--- config.mk ---
export PLATFORM = sky130hd
export DESIGN_NAME = sie_tx_arbiter
export DESIGN_NICKNAME = d
export VERILOG_FILES = /design/src/rtl/sie_tx_arbiter.sv
export SDC_FILE = /design/constraint.sdc
export NUM_CORES = 1
export LEC_CHECK = 0
export ABC_AREA = 1
export BUFFER_PORTS_ARGS = -buffer_cell sky130_fd_sc_hd__buf_2
export CAP_MARGIN = 20
export CELL_PAD_IN_SITES_DETAIL_PLACEMENT = 0
export CELL_PAD_IN_SITES_GLOBAL_PLACEMENT = 1
export CORE_UTILIZATION = 37
export CTS_CLUSTER_DIAMETER = 150
export DETAILED_ROUTE_END_ITERATION = 10
export PLACE_DENSITY_LB_ADDON = 0.08
export SETUP_SLACK_MARGIN = 0.05
export SLEW_MARGIN = 20
export SYNTH_ARGS = -nofsm -noshare
export SYNTH_HDL_FRONTEND = slang
export SYNTH_SLANG_ARGS = --single-unit
--- constraint.sdc ---
create_clock -name clk -period 3.1 [get_ports clk]
set_input_delay 0.62 -clock clk [delete_from_list [all_inputs] [get_ports clk]]
set_output_delay 0.62 -clock clk [all_outputs]
set_load 0.05 [all_outputs]
--- src/rtl/sie_tx_arbiter.sv ---
// Round-robin transmit arbiter sharing one SIE transmitter among three requesters.
// Optional WAIT_RDY abort is compiled in with `define SIE_TX_ARB_TIMEOUT_EN.
module sie_tx_arbiter #(
    parameter logic [7:0] TIMEOUT_CYCLES = 8'd255
) (
    input  logic       clk,
    input  logic       rst_n,
    input  logic [2:0] req,
    input  logic [3:0] pid0,
    input  logic [3:0] pid1,
    input  logic [3:0] pid2,
    input  logic [2:0] reqEn,
    input  logic       sendPacketRdy,
    output logic       sendPacketWEn,
    output logic [3:0] sendPacketPID,
    output logic [2:0] grant,
    output logic [2:0] done,
    output logic       timeoutErr,
    output logic       busy
);

    typedef enum logic [2:0] {
        IDLE,
        ISSUE,
        SETTLE,
        WAIT_RDY,
        DONE
    } arbStateT;

    arbStateT   state;
    logic [1:0] lastGrant;
    logic [1:0] owner;
    logic [2:0] eligible;
    logic       anyEligible;
    logic [1:0] winner;
    logic [3:0] winnerPid;
    logic       timeoutHit;

    function automatic logic [1:0] nextIdx(input logic [1:0] i);
        return (i == 2'd2) ? 2'd0 : i + 2'd1;
    endfunction

    // Search order is lastGrant+1, lastGrant+2, then lastGrant itself.
    always_comb begin
        logic [1:0] cand1;
        logic [1:0] cand2;
        // NOTE: every variable of this block gets a default first so no latch is inferred.
        cand1       = nextIdx(lastGrant);
        cand2       = nextIdx(cand1);
        eligible    = req & reqEn;
        anyEligible = |eligible;
        winner      = lastGrant;
        if (eligible[cand1]) begin
            winner = cand1;
        end else if (eligible[cand2]) begin
            winner = cand2;
        end
        case (winner)
            2'd0:    winnerPid = pid0;
            2'd1:    winnerPid = pid1;
            default: winnerPid = pid2;
        endcase
    end

    always_ff @(posedge clk or negedge rst_n) begin
        if (!rst_n) begin
            state         <= IDLE;
            sendPacketWEn <= 1'b0;
            sendPacketPID <= 4'h0;
            grant         <= 3'b000;
            done          <= 3'b000;
            busy          <= 1'b0;
            lastGrant     <= 2'd2;
            owner         <= 2'd0;
        end else begin
            // NOTE: non-blocking assignments make every register sample pre-edge values.
            case (state)
                IDLE: begin
                    if (sendPacketRdy && anyEligible) begin
                        state         <= ISSUE;
                        grant         <= 3'b001 << winner;
                        owner         <= winner;
                        sendPacketPID <= winnerPid;
                        busy          <= 1'b1;
                    end
                end
                ISSUE: begin
                    state         <= SETTLE;
                    sendPacketWEn <= 1'b1;
                end
                SETTLE: begin
                    // Ready is still stale from before the strobe, so it is not looked at here.
                    state         <= WAIT_RDY;
                    sendPacketWEn <= 1'b0;
                end
                WAIT_RDY: begin
                    if (sendPacketRdy || timeoutHit) begin
                        state <= DONE;
                        done  <= grant;
                    end
                end
                DONE: begin
                    state     <= IDLE;
                    done      <= 3'b000;
                    grant     <= 3'b000;
                    busy      <= 1'b0;
                    lastGrant <= owner;
                end
                default: begin
                    state <= IDLE;
                end
            endcase
        end
    end

`ifdef SIE_TX_ARB_TIMEOUT_EN
    logic [7:0] waitCnt;

    assign timeoutHit = ({1'b0, waitCnt} + 9'd1) >= {1'b0, TIMEOUT_CYCLES};

    always_ff @(posedge clk or negedge rst_n) begin
        if (!rst_n) begin
            waitCnt <= 8'd0;
        end else if (state == SETTLE) begin
            waitCnt <= 8'd0;
        end else if (state == WAIT_RDY && !sendPacketRdy) begin
            waitCnt <= waitCnt + 8'd1;
        end
    end

    // A ready arriving in the abort cycle wins, so the error is qualified by !sendPacketRdy.
    always_ff @(posedge clk or negedge rst_n) begin
        if (!rst_n) begin
            timeoutErr <= 1'b0;
        end else begin
            timeoutErr <= (state == WAIT_RDY) && !sendPacketRdy && timeoutHit;
        end
    end
`else
    logic unusedTimeout;

    assign unusedTimeout = ^TIMEOUT_CYCLES;
    assign timeoutHit    = 1'b0;
    assign timeoutErr    = 1'b0;
`endif

endmodule
==> metrics, run 1 <==
leakage power=~0.64 nW; Synth warnings=0; Residual DRC=0; drt wl/cell=11.6 um; Total GRT Usage=17.4%; CTS Buf Count=3; vias per cell=~4.8; library cells used by synthesis=25; Slew Limit Fails=0; Hold Path Class=primary input to asynchronous set/reset pin; VDD IR max=0.662 mV; Synth Flop Type=dfrtp_1; clock slew at the register clock pins of the worst setup and hold paths=0.11 ns; layout cells sized above 1=32.9%; RSZ-0062 raised after global routing=no; Req. time, crit path=about 3.3 ns; most used routing layer=met2; routing usage on met1=between 10% and 20%; IO Pins=34; largest net degree at the start of global routing=20; reg2reg end=sendPacketPID[0]; post-route ant nets=0; final worst-path cycle share=between 60% and 70%; met2 GRT Util=32.1%; fillcell total=269; die area=0.00293 mm2; CP max-delay cell=nor2_1; CP Launch Type=flop; CP Class=flop to flop; worst skew pair latency=0.29 ns; clk buf depth=2; PostCTS Resize Cnt=0; FMAX=522 MHz; crit path time final=1.91 ns; Buffers on Ports=32; PD cells=1050 mW/mm2; first-pass GRT wire length=3.55 mm; Seq cells post-synth=19; M3 GR Usage=between 2 and 3%; final setup fails=0; GPL Wtd Cong=0.754; n_diodes=0; CTS Hold Bufs=0; Synth-to-Final Area Change=21.1%; Post-Synthesis Cell Area=0.00101 mm2; vias in the first global route=846; R2R Path Start=state[0]; 1st-iter DRT viols=7; Async SR Flop Fraction=100%; CP Capture Type=flop; syn nets=~150; worst reg2reg setup slack=1.19 ns; post-route setup slack=1.19 ns; Cell Chain, Critical Path=nor2_1, nand2_1, nor2_1, inv_1, a21oi_1, nand3_1, nand2_1, inv_1; TritonCTS clock tree=yes; Initial Util=39.9%; H-tree depth=1; total routed wirelength=between 2 and 2.5 mm; CP arrival=between 2 and 2.5 ns; status=finished clean; pre-CTS WS=0.861 ns; remaining global-route overflow=0; max-cap violations=0; HPWL Detailed=1.71 mm; core area=0.00252 mm2; Syn Inst Count=124; Final Power=1.28 mW; Post-synth EDFFs=0; Sink Count=19; Setup TNS Final=0 ns; post-CTS setup buffers=0; Slew HR=58.0%; CTS Root Buffer Type=clkbuf_4; R2R depth=8; initial antenna violation count=0; Die H=54.1 um; Final #Nets=180; DIE WIDTH=54.1 um; CP max FO=11; Row Count=18; Worst path max stage delay=0.51 ns; total iterations of the first detailed-routing run=4; register area share after synthesis=47.4%; Syn Area/Cell=8.11 um2; Post-Route Skew=0.00556 ns; final hold vios=0; total number of vias=898; Worst Max-Slew Pin Slew=about 0.63 ns
how the worst max path moves through the flow:
stage | cells past startpoint | to | start
after detailed placement | 10 | sendPacketPID[0] | req[2]
after global placement | 10 | sendPacketPID[3] | req[2]
after floorplan | 8 | sendPacketPID[0] | req[1]
after CTS | 10 | sendPacketPID[2] | req[2]
final | 8 | sendPacketPID[0] | state[0]
after global routing | 8 | sendPacketPID[3] | state[0]
report_power, final:
group / internal, mW / switching (mW)
Sequential: 0.361 / 0.0711
Combinational: 0.198 / 0.528
Clock: 0.0480 / 0.0763
cell type report:
cell class / count / area [um2] / area share (%)
clock buffer: 3 / 22.5 / 1.85
sequential: 19 / 477 / 39.1
tap: 30 / 37.5 / 3.08
clock inverter: 1 / 5.00 / 0.411
inverter: 19 / 71.3 / 5.85
timing repair buffer: 32 / 160 / 13.1
multi-input combinational: 84 / 445 / 36.6
cells in the final DEF (no fill, tap or decap):
master / instances
nand2_4: 2
inv_1: 17
o22ai_1: 2
inv_2: 2
nand4_1: 1
a21oi_1: 3
nand4_4: 1
o21ai_0: 9
a31oi_4: 1
dfstp_2: 1
or2_2: 3
o21ai_1: 1
o32ai_1: 1
nand3b_1: 1
nand3_1: 13
clkbuf_4: 3
dfrtp_1: 18
nand2_1: 32
clkinv_2: 1
nor2_1: 7
conb_1: 1
buf_2: 32
nor2_4: 1
nand2_2: 2
nor2_2: 2
nand3_2: 1
cells in the mapped netlist, types with 2 or more instances:
library cell	count	share of area [%]
nand3_1	13	6.5
or2_2	3	1.9
nor2_1	7	2.6
nand2_2	2	1.2
nand2_1	32	12
dfrtp_1	18	45
a21oi_1	3	1.5
inv_2	2	0.75
o22ai_1	2	1.2
inv_1	17	6.3
nand2_4	2	2.2
o21ai_0	9	4.5
nor2_2	2	1.2
sequential cells by signal (all words and copies together), names as in the netlist:
signal         count
sendPacketPID      4
done               3
grant              3
state              3
lastGrant          2
owner              2
busy               1
sendPacketWEn      1
cell families (layout without fill, tap and decap cells):
family / after synthesis / count (layout) / synth area share [%]
compound gates: 17 / 17 / 10.7
simple gates: 66 / 66 / 33.2
buf+inv: 21 / 55 / 8.33
other cells: 1 / 1 / 0.373
flops: 19 / 19 / 47.4
routing by layer:
| metal | part of all wire, % | vias to the layer above | wire length, um |
|---|---|---|---|
| li1 | - | 461 | - |
| met1 | 45 | 410 | 992 |
| met2 | 50 | 23 | 1090 |
| met3 | 3.6 | 4 | 79 |
| met4 | 1.1 | 0 | 25 |
| met5 | 0 | - | 0 |
worst max-delay path: cells and delay by family (launching register included):
kind / cells / cell delay [ns]
flip-flops: 1 / 0.42
buffers and inverters: 2 / 0.33
AND/OR/NAND/NOR: 5 / 0.88
AO/OA/AOI/OAI: 1 / 0.19
metrics by stage:
stage | hold WS [ns] | util [%] | instances | cell area [um2]
after floorplan | 0.324 | - | 124 | 1010
after global placement | 0.473 | 47.2 | 184 | 1190
after detailed placement | 0.471 | 47.2 | 184 | 1190
after CTS | 0.251 | 48.3 | 188 | 1220
after global routing | 0.268 | 48.3 | 188 | 1220
final | 0.236 | 48.3 | 188 | 1220
Power figures use the tool's default switching activity.
==> inputs of run 2 (changes only) <==
--- a/config.mk
+++ b/config.mk
@@ -5,12 +5,12 @@
 export SDC_FILE = /design/constraint.sdc
 export NUM_CORES = 1
 export LEC_CHECK = 0
-export ABC_AREA = 1
+export ABC_AREA = 0
 export BUFFER_PORTS_ARGS = -buffer_cell sky130_fd_sc_hd__buf_2
 export CAP_MARGIN = 20
 export CELL_PAD_IN_SITES_DETAIL_PLACEMENT = 0
 export CELL_PAD_IN_SITES_GLOBAL_PLACEMENT = 1
-export CORE_UTILIZATION = 37
+export CORE_UTILIZATION = 32
 export CTS_CLUSTER_DIAMETER = 150
 export DETAILED_ROUTE_END_ITERATION = 10
 export PLACE_DENSITY_LB_ADDON = 0.08
==> constraint.sdc (replaced) <==
create_clock -name clk -period 1.6 [get_ports clk]
set_input_delay 0.32 -clock clk [delete_from_list [all_inputs] [get_ports clk]]
set_output_delay 0.32 -clock clk [all_outputs]
set_load 0.05 [all_outputs]
==> run 2 against run 1 <==
The flow now finishes with violations (negative setup slack). Area after synthesis grew 0.12%. Worst setup slack worse by 1.2 ns. Sequential cell count stayed put. Synthesized cell count shrank 16%. Power is 92% higher. Critical path depth fell by 4. Via count increased by 3.9%. Clock power rose by 100%. Wire length is 13% higher. Clock skew is 0.00091 ns lower. Cell area up 5.5%. Largest cell class is now multi-input combinational cells.
==> metrics, run 2 <==
Residual DRC=0 (unchanged); clock slew at the register clock pins of the worst setup and hold paths=0.12 ns (about the same); IO Pins=34 (unchanged); vias per cell=5.07 (+6.2%); post-CTS setup buffers=0 (unchanged); worst skew pair latency=0.30 ns (about the same); PD cells=1910 mW/mm2 (+82%); DIE WIDTH=58.1 um (+7.3%); leakage power=0.615 nW (-4.4%); Sink Count=19 (unchanged); total iterations of the first detailed-routing run=4 (unchanged); Die H=58.1 um (+7.3%); met2 WL=1.12 mm (+2.9%); core area=0.00288 mm2 (+14%); Buffers on Ports=32 (unchanged); CTS Root Buffer Type=clkbuf_4; CTS Buf Count=3 (unchanged); Post-synth EDFFs=0 (unchanged); R2R Path Start=lastGrant[1]; failing checks=negative setup slack; post-route setup slack=-0.0256 ns (-1.21 ns); Row Count=19 (+1); remaining global-route overflow=0 (unchanged); GPL Wtd Cong=0.774 (+2.5%); CP Class=flop to flop; library cells used by synthesis=35 (+40%); Seq cells post-synth=19 (unchanged); commonest non-fill, non-tap cell in the layout=buf_2; wl on met1=1.22 mm (+23%); Syn Inst Count=104 (-16%); CP max FO=4 (-7); Worst path max stage delay=0.56 ns (+0.05 ns); Hold Path Class=primary input to flop; Slew Limit Fails=0 (unchanged); Initial Util=35.0% (-4.9 points); most frequent cells in the layout=buf_2, nand2_1, dfrtp_1; met3 wire length=102 um (+29%); CP arrival=1.83 ns (-0.29 ns); final worst-path cycle share=102% (+40 points); total number of vias=933 (+3.9%); Final Power=2.46 mW (+92%); Synth Flop Type=dfrtp_1; die area=0.00338 mm2 (+15%); crit path time final=1.63 ns (-0.289 ns); synth cell count leaders=nand2_1, dfrtp_1, o21ai_0; Synth-to-Final Area Change=27.7%; RSZ-0062 raised after global routing=yes; Synth warnings=0 (unchanged); Syn Area/Cell=9.68 um2 (+19%); cell with the most instances after synthesis=nand2_1; cell taking the most area after synthesis=dfrtp_1; CP Launch Point=lastGrant[1]; largest net degree at the start of global routing=20 (unchanged); number of flip-flops in the largest register=4 (unchanged); status=complete, but fails checks; Req. time, crit path=1.80 ns (-1.51 ns); final hold vios=0 (unchanged); HPWL Detailed=1.87 mm (+9.7%); post-route ant nets=0 (unchanged); Core Util, Final=44.7% (-3.6 points); VDD IR max=0.669 mV (+1.2%); initial antenna violation count=0 (unchanged); H-tree depth=1 (unchanged); vias in the first global route=877 (+3.7%); drt wl/cell=13.4 um (+16%); final setup fails=2 (+2); CP max-delay cell=dfstp_2; FMAX=615 MHz (+18%); total routed wirelength=2.47 mm (+13%); CP Launch Type=flop; Max Used Layer=met4; Total GRT Usage=16.0% (-1.4 points); min-delay src=sendPacketRdy; 1st-iter DRT viols=40 (+33); first-pass GRT wire length=4.04 mm (+14%); clk buf depth=2 (unchanged); syn nets=125 (-14%); Async SR Flop Fraction=100% (unchanged); Final #Nets=164 (-8.9%); largest reg by FF count=sendPacketPID; Cell Chain, Critical Path=and4b_2, or3_4, a211oi_2, o21ai_1; Post-Route Skew=0.00464 ns (-0.000912 ns); area share of the largest cell type after synthesis=44.7% (-0.056 points); CP Capture Type=flop; Area contributors post-synth=dfrtp_1, nand2_1, o21ai_0; max-cap violations=0 (unchanged); fillcell total=294 (+9.3%); n_diodes=0 (unchanged); Post-Synthesis Cell Area=0.00101 mm2 (+0.12%); layout cells sized above 1=40.1% (+7.2 points); register area share after synthesis=47.3% (-0.059 points); TritonCTS clock tree=yes
==> run 2: final timing paths <==
kind | slack, ns | to | cells past startpoint
max | -0.03 | sendPacketPID[0] | 4
max in group asynchronous | 0.79 | lastGrant[1] | 2
min | 0.25 | state[0] | 2
min reg2reg | 0.48 | busy | 2
max reg2reg | -0.03 | sendPacketPID[0] | 4
min in group asynchronous | 0.48 | grant[0] | 2
==> run 2: routing by layer <==
layer / up-vias / GRT usage [%]
met4: 0 / 7.14
met5: - / 0
met2: 32 / 27.1
met3: 2 / 1.34
li1: 463 / -
met1: 436 / 20.7
==> run 2: metrics by stage <==
step / instance area, um2 / instances / hold WS, ns / worst slack [ns] / setup TNS, ns
after global routing: 1290 / 184 / 0.252 / -0.0858 / -0.313
after floorplan: 1020 / 104 / 0.0244 / 0.0379 / 0
after detailed placement: 1240 / 179 / 0.297 / -0.0530 / -0.0929
after CTS: 1280 / 184 / 0.247 / -0.0248 / -0.0248
after global placement: 1240 / 179 / 0.289 / 0.00964 / 0
final: 1290 / 184 / 0.255 / -0.0256 / -0.0436
==> run 2: cells by family after synthesis <==
group                  after synthesis  synth area share (%)
and+or+nand+nor                     44                  24.5
AOI/OAI and AO/OA                   32                  21.1
DFF                                 19                  47.3
buffers and inverters                6                  4.47
muxes                                2                  2.24
other                                1                 0.372
==> run 2: report_power, final <==
part / total (mW) / internal (mW) / switching (mW)
clock network: 0.251 / 0.0931 / 0.158
registers: 0.851 / 0.697 / 0.155
logic: 1.36 / 0.459 / 0.899
==> run 2: cell type report <==
class | instances | area (um2) | area share (%)
inverter | 1 | 3.75 | 0.292
timing repair buffer | 39 | 215 | 16.7
clock buffer | 3 | 22.5 | 1.75
tap | 42 | 52.6 | 4.09
multi-input combinational | 79 | 510 | 39.7
clock inverter | 1 | 5.00 | 0.389
sequential | 19 | 477 | 37.1
==> run 2: what timing repair did <==
item | CTS | global route
resized for setup | 1 | 2
pin swaps | 7 | 1
hold buffers | 1 | 0
cloned | 0 | 0
hold endpoints to repair | 18 | 0
endpoints found under the setup margin | 5 | 5
==> run 2: worst max-delay path, delay by kind of cell (launching register included) <==
kind            cells  cell delay, ns
flops               1            0.56
simple gates        2            0.65
compound gates      2            0.30
==> inputs of run 3 (changes only) <==
==> constraint.sdc (replaced) <==
create_clock -name clk -period 1.6 [get_ports clk]
set_input_delay 0.24 -clock clk [delete_from_list [all_inputs] [get_ports clk]]
set_output_delay 0.24 -clock clk [all_outputs]
set_load 0.05 [all_outputs]
==> run 3 against run 2 <==
The run still ends with negative setup slack left. Critical endpoint is now sendPacketPID[2]. Highest routed layer unchanged. Sequential share of layout area fell by 0.29 points. Clock-buffer cell count did not move. Cell area rose by 0.78%. Clock skew rose by 0.0083 ns. Wire length fell by 7.4%. Largest power group unchanged.
==> metrics, run 3 (same netlist as run 2, synthesis figures left out) <==
Synth-to-Final Area Change=28.7%; layout cells sized above 1=40.8% (+0.70 points); IO Pins=34 (unchanged); core area=0.00288 mm2 (unchanged); max-cap violations=0 (unchanged); CP max FO=4 (unchanged); Final #Nets=164 (unchanged); CP Capture Type=flop; Initial Util=35.0% (unchanged); CP Class=flop to flop; fillcell total=300 (+2.0%); largest reg by FF count=sendPacketPID; part of the power in registers=34.7% (about the same); FMAX=617 MHz (+0.23%); Clk pwr share=10.0% (-0.2 points); CTS Root Buffer Type=clkbuf_4; Sink Count=19 (unchanged); status=complete, but fails checks; HPWL Detailed=1.80 mm (-4.0%); n_diodes=0 (unchanged); routing usage on met1=20.2% (-0.51 points); met2 GRT Util=25.3% (-1.8 points); leakage power=0.619 nW (+0.55%); Setup TNS Final=-0.0550 ns (-0.0115 ns); 1st-iter DRT viols=11 (-73%); Post-Route Skew=0.0129 ns (+0.00829 ns); Req. time, crit path=1.80 ns (about the same); TritonCTS clock tree=yes; Comb pwr share=55.4% (+0.2 points); most used routing layer=met2; vias per cell=5.02 (-0.96%); Core Util, Final=45.1% (+0.35 points); vias in the first global route=889 (+1.4%); dpl cell area=0.00124 mm2 (unchanged); die area=0.00338 mm2 (unchanged); Buffers on Ports=32 (unchanged); RSZ-0062 raised after global routing=yes; design area=0.00130 mm2 (+0.78%); crit path time final=1.62 ns (-0.00379 ns); DIE WIDTH=58.1 um (unchanged); remaining global-route overflow=0 (unchanged); failing checks=negative setup slack; drt wl/cell=12.4 um (-7.4%); GPL Wtd Cong=0.763 (-1.4%); first-pass GRT wire length=3.91 mm (-3.2%); Sw Pwr=1.19 mW (-1.7%); Row Count=19 (unchanged); initial antenna violation count=0 (unchanged); Total GRT Usage=15.2% (-0.82 points); H-tree depth=1 (unchanged); cell-internal power=1.26 mW (+0.76%); Slew Limit Fails=0 (unchanged); total iterations of the first detailed-routing run=6 (+2); VDD IR max=0.502 mV (-25%); final worst-path cycle share=101% (-0.24 points); Final Power=2.45 mW (-0.44%); commonest non-fill, non-tap cell in the layout=buf_2; number of flip-flops in the largest register=4 (unchanged); M3 GR Usage=1.34% (unchanged); worst skew pair latency=0.30 ns (about the same); final hold vios=0 (unchanged); total routed wirelength=2.29 mm (-7.4%); final setup fails=3 (+1); CP arrival=1.82 ns (about the same); Sw Share=48.6% (-0.61 points); clk buf depth=2 (unchanged); Residual DRC=0 (unchanged); post-route ant nets=0 (unchanged); Die H=58.1 um (unchanged); largest net degree at the start of global routing=20 (unchanged); clock slew at the register clock pins of the worst setup and hold paths=0.12 ns (about the same); Hold Path Class=primary input to flop; CP Launch Type=flop; total number of vias=924 (-0.96%); PD cells=1890 mW/mm2 (-1.2%); post-route setup slack=-0.0218 ns (+0.00379 ns); most frequent cells in the layout=buf_2, nand2_1, dfrtp_1; pre-CTS WS=-0.0312 ns (+0.0218 ns); CTS Buf Count=3 (unchanged)
run 3: area by class of cell:
class | instances | area [um2] | area share [%]
Multi-Input combinational cell | 79 | 517 | 39.9
Sequential cell | 19 | 477 | 36.8
Timing Repair Buffer | 39 | 219 | 16.9
Tap cell | 42 | 52.6 | 4.05
Clock buffer | 3 | 22.5 | 1.74
Clock inverter | 1 | 5.00 | 0.386
Inverter | 1 | 3.75 | 0.290
run 3: what timing repair did:
item                       4_1_cts  5_1_grt
buffers inserted                 0        0
hold endpoints to repair        18        0
resized for setup                3        2
pin swaps                        4        1
setup endpoints to repair        5        5
hold buffers                     1        0
run 3: stage by stage:
stage                     std cells  hold slack, ns
after floorplan                 104         -0.0556
after global placement          179           0.207
after detailed placement        179           0.207
after CTS                       184           0.154
after global routing            184           0.154
final                           184           0.168
run 3: layer usage:
metal / wire length [um] / vias to the layer above
met4: 22 / 0
met2: 1030 / 24
li1: - / 461
met5: 0 / -
met3: 77 / 2
met1: 1150 / 437
run 3: worst max-delay path: stages (launching register included):
cell and delay, ns:
dfstp_2 0.57, and4b_2 0.24, or3_4 0.41, a211oi_2 0.21
o21ai_1 0.09
run 3: final timing paths:
kind / startpoint / end / slack [ns] / depth (start not counted)
min: sendPacketRdy / state[0] / 0.17 / 2
min in group asynchronous: rst_n / done[1] / 0.41 / 2
max: lastGrant[1] / sendPacketPID[2] / -0.02 / 4
min reg2reg: busy / busy / 0.50 / 2
max in group asynchronous: rst_n / lastGrant[1] / 0.86 / 2
max reg2reg: lastGrant[1] / sendPacketPID[2] / -0.02 / 4
run 3: power by group through the flow:
| stage | Combinational [mW] | Sequential (mW) | Clock (mW) |
|---|---|---|---|
| floorplan | 0.595 | 1.27 | 0 |
| global placement | 1.33 | 0.850 | 0 |
| detailed placement | 1.33 | 0.863 | 0 |
| CTS | 1.35 | 0.853 | 0.257 |
| global route | 1.47 | 0.885 | 0.278 |
| finish | 1.36 | 0.849 | 0.244 |
